### config.mk
export PLATFORM = sky130hd
export DESIGN_NAME = alu_xbar_tile
export DESIGN_NICKNAME = d
export VERILOG_FILES = /design/src/rtl/alu_xbar_tile.sv
export SDC_FILE = /design/constraint.sdc
export NUM_CORES = 2
export LEC_CHECK = 0
export ABC_AREA = 1
export BUFFER_PORTS_ARGS = -buffer_cell sky130_fd_sc_hd__clkbuf_2
export CORE_MARGIN = 2
export CORE_UTILIZATION = 55
export CTS_BUF_LIST = sky130_fd_sc_hd__clkbuf_4
export CTS_CLUSTER_DIAMETER = 120
export DETAILED_ROUTE_END_ITERATION = 12
export PLACE_DENSITY = 0.78
export SYNTH_ARGS = -nofsm -noshare
export SYNTH_HDL_FRONTEND = slang
export SYNTH_SLANG_ARGS = --single-unit
### constraint.sdc
create_clock -name clk -period 10.9 [get_ports clk]
set_input_delay 2.18 -clock clk [delete_from_list [all_inputs] [get_ports clk]]
set_output_delay 2.18 -clock clk [all_outputs]
set_load 0.1 [all_outputs]
### src/rtl/alu_xbar_tile.sv
// Compute tile: 4x4 input crossbar, registered two-input ALU, 2x1 output mux.
// Routing and opcode come from a 13-bit serial configuration chain.
module alu_xbar_tile #(
  parameter int size = 32
) (
  input  logic            clk,
  input  logic            reset,
  input  logic            config_en,
  input  logic            config_in,
  output logic            config_out,
  input  logic [size-1:0] in0,
  input  logic [size-1:0] in1,
  input  logic [size-1:0] mem_in,
  output logic [size-1:0] mem_op0,
  output logic [size-1:0] mem_op1,
  output logic [size-1:0] alu_out,
  output logic [size-1:0] out0
);

  localparam int SHW = $clog2(size);

  logic [12:0]     cfg;
  logic [3:0]      op;
  logic            osel;
  logic [1:0]      s0, s1, s2, s3;
  logic [size-1:0] a, b, res, r;
  logic [SHW-1:0]  sh;

  always_ff @(posedge clk or negedge reset) begin
    if (!reset) begin
      cfg <= '0;
    end else if (config_en) begin
      cfg <= {cfg[11:0], config_in};
    end
  end

  assign op         = cfg[3:0];
  assign osel       = cfg[4];
  assign s0         = cfg[6:5];
  assign s1         = cfg[8:7];
  assign s2         = cfg[10:9];
  assign s3         = cfg[12:11];
  assign config_out = cfg[12];

  function automatic logic [size-1:0] pick(
    input logic [1:0]      s,
    input logic [size-1:0] i0,
    input logic [size-1:0] i1,
    input logic [size-1:0] fb,
    input logic [size-1:0] mi
  );
    logic [size-1:0] v;
    unique case (s)
      2'd0: v = i0;
      2'd1: v = i1;
      2'd2: v = fb;
      2'd3: v = mi;
    endcase
    return v;
  endfunction

  always_comb begin
    a       = pick(s0, in0, in1, r, mem_in);
    b       = pick(s1, in0, in1, r, mem_in);
    mem_op0 = pick(s2, in0, in1, r, mem_in);
    mem_op1 = pick(s3, in0, in1, r, mem_in);
  end

  assign sh = b[SHW-1:0];

  always_comb begin
    res = '0;
    unique case (op)
      4'd0:  res = a + b;
      4'd1:  res = a - b;
      4'd2:  res = a * b;
      4'd3:  res = a & b;
      4'd4:  res = a | b;
      4'd5:  res = a ^ b;
      4'd6:  res = a << sh;
      4'd7:  res = a >> sh;
      4'd8:  res = $unsigned($signed(a) >>> sh);
      4'd9:  res = {{(size-1){1'b0}}, a == b};
      4'd10: res = {{(size-1){1'b0}}, $signed(a) < $signed(b)};
      4'd11: res = {{(size-1){1'b0}}, a < b};
      4'd12: res = a;
      4'd13: res = b;
      4'd14: res = ($signed(a) < $signed(b)) ? a : b;
      4'd15: res = '0;
    endcase
  end

  // R breaks the alu_out -> crossbar -> ALU loop
  always_ff @(posedge clk or negedge reset) begin
    if (!reset) begin
      r <= '0;
    end else begin
      r <= res;
    end
  end

  assign alu_out = r;
  assign out0    = osel ? mem_in : r;

endmodule

==> metrics.md <==
| Metric | Value |
|---|---|
| Routed wire length | `149000 um` |
| Clock Path Buffers | `2` |
| Vias in the first global route | `33318` |
| Initial core utilization | `55.4%` |
| Largest area contributor in the netlist | `fa_1` |
| Worst-path clk slew | `0.17 ns` |
| Cells after Synth | `4568` |
| Hold Buf Count CTS | `0` |
| Ys async rst share | `100%` |
| Vias | `34999` |
| CTS root buf | `clkbuf_4` |
| CP max stage delay | `0.55 ns` |
| Outcome | `complete, but fails checks` |
| Critical path peak fanout | `11` |
| Synth warnings | `0` |
| Post-route DRC | `2` |
| Net count after synthesis | `5298` |
| Largest cells by area after synthesis | `fa_1, nand2_1, ha_1, inv_1, nor2_1` |
| Seq cells post-synth | `45` |
| Filler cells | `5285` |
| Antenna viol nets, final | `0` |
| Final setup fails | `0` |
| Synth Area per Inst | `6.49 um2` |
| M1 GR Usage | `65.4%` |
| CP Capture Type | `flop` |
| Core area | `0.0535 mm2` |
| H-tree levels | `2` |
| Count leader, synth | `nand2_1` |
| Slew of the pin with the lowest slew margin | `1.24 ns` |
| Vias per cell | `6.49` |
| Top_reg_cell synth | `dfrtp_1` |
| Share of cells above drive strength 1 | `10.5%` |
| Die area | `0.0558 mm2` |
| Max-cap violations | `0` |
| CTS sink cnt | `45` |
| Die span in y | `236 um` |
| Register area share after synthesis | `3.80%` |
| GRT overflow | `0` |
| Row cnt | `85` |
| CTS tree | `done` |
| Num CTS Buffers | `5` |
| First-pass GRT wire length | `216000 um` |
| Failing checks | `DRC` |
| Wirelength per Cell | `27.6 um` |
| Slowest cell on the critical path | `fa_1` |
| CP Data Required Time | `11.25 ns` |
| Crit path DAT | `10.31 ns` |
| Clock Skew | `0.0266 ns` |
| # port buffers | `228` |
| Area grow syn2layout | `6.83%` |
| # IOs | `229` |
| RSZ-0062 raised after global routing | `false` |
| Final Cycle Share | `91.4%` |
| Total GRT Usage | `52.6%` |
| Mapped cell area | `0.0296 mm2` |
| Fmax | `100 MHz` |
| Clk Latency, worst-skew pair | `0.47 ns` |
| Critical path's most frequent cell | `fa_1` |
| DRT iter0 DRCs | `5499` |
| Gr busiest metal | `met2` |
| Final Max Tran Viols | `0` |
| Most frequent cells after synthesis | `nand2_1, inv_1, nor2_1` |
| Setup Total Neg Slack | `0 ns` |
| Min-delay worst type | `reg2reg` |
| Die W | `236 um` |
| Final min period | `9.96 ns` |
| Post-synth EDFFs | `0` |
| WHS Path Cells | `2` |
| Share of the synthesized area in the top cell type | `27.7%` |
| DRT Pass-1 Iters | `12` |
| Met3 usage | `16.3%` |
| Hold Vio Cnt, Final | `0` |
| Startpoint Class | `input port` |
| M2 GR Usage | `74.9%` |
| Worst Reg-to-Reg Cells | `29` |
| Largest net degree at the start of global routing | `65` |
| Dpl hpwl | `118000 um` |
| GPL Wtd Cong | `1.20` |
| Resized Gates After CTS | `0` |
| Critical Setup Path Class | `in2reg` |
| Final #Nets | `5421` |
| Slew headroom | `17.6%` |
| Synth cell types | `65` |
| Setup Buffers After CTS | `0` |
| Initial antenna violation count | `7` |
| Final hold slack | `0.593 ns` |
## layout make-up
type / count / area, um2 / area share, %
Multi-Input combinational cell: 3582 / 24900 / 78.6
Timing Repair Buffer: 345 / 2030 / 6.42
Tap cell: 696 / 871 / 2.75
Inverter: 712 / 2680 / 8.46
Clock inverter: 2 / 15.0 / 0.0474
Clock buffer: 6 / 45.0 / 0.142
Antenna cell: 5 / 12.5 / 0.0395
Sequential cell: 45 / 1130 / 3.56
## path summary, 6_finish.rpt
path                               startpoint  slack, ns               endpoint
min                        cfg[3]$_DFFE_PN0P_       0.59     cfg[4]$_DFFE_PN0P_
min in group asynchronous               reset       1.84    cfg[12]$_DFFE_PN0P_
max                                   in1[11]       0.94  alu_out[28]$_DFF_PN0_
max in group asynchronous               reset       8.52     cfg[4]$_DFFE_PN0P_
max reg2reg                cfg[8]$_DFFE_PN0P_       0.94  alu_out[28]$_DFF_PN0_
min reg2reg                cfg[3]$_DFFE_PN0P_       0.59     cfg[4]$_DFFE_PN0P_
## sequential cells by signal, indices dropped and copies added, names as in the netlist
| register | cells |
|---|---|
| alu_out | 32 |
| cfg | 13 |
## cell usage in the layout, fill, tap and decap left out, types with 51 or more instances in the layout
master     Yosys  routed
a21oi_1      178     177
buf_4         23     116
clkbuf_2       0     228
fa_1         410     410
ha_1         220     220
inv_1        663     663
nand2_1     1207    1205
nand3_1      227     227
nor2_1       525     519
o2111ai_1     51      51
o211ai_1      65      65
o21ai_0      252     251
o21ai_1       85      83
## logic make-up (layout without fill, tap and decap cells)
logic type / count (synthesis) / in the layout / share of synthesized area (%)
AOI/OAI and AO/OA: 791 / 791 / 16.2
muxes: 9 / 9 / 0.304
and+or+nand+nor: 2112 / 2112 / 29.0
buffers and inverters: 941 / 1065 / 12.5
adders and majority gates: 630 / 630 / 37.0
other: 0 / 5 / 0
DFF: 45 / 45 / 3.80
xor gates and xnor gates: 40 / 40 / 1.18
## layer usage
| metal | wire length (um) | vias to the layer above |
|---|---|---|
| li1 | - | 14738 |
| met1 | 51400 | 16240 |
| met2 | 59300 | 3145 |
| met3 | 22300 | 874 |
| met4 | 15900 | 2 |
| met5 | 13 | - |
## stage by stage
| step | util [%] | instances | area, um2 | setup WS (ns) |
|---|---|---|---|---|
| 2_1_floorplan | - | 4568 | 29600 | 1.42 |
| 3_3_place_gp | 59.0 | 5380 | 31600 | 0.918 |
| 3_5_place_dp | 59.0 | 5380 | 31600 | 0.811 |
| 5_1_grt | 59.2 | 5391 | 31700 | 0.820 |
| 4_1_cts | 59.2 | 5388 | 31600 | 1.28 |
| 6_report | 59.2 | 5393 | 31700 | 0.939 |
## worst max-delay path: cells and delay by family
family / cells / cell delay, ns
fa+ha+maj: 10 / 4.81
buf+inv: 5 / 0.85
compound gates: 3 / 0.68
simple gates: 12 / 1.76
Power is left out: the tool's default activity adds up to more than one toggle a clock period on the data nets, which glitch-free logic cannot reach.
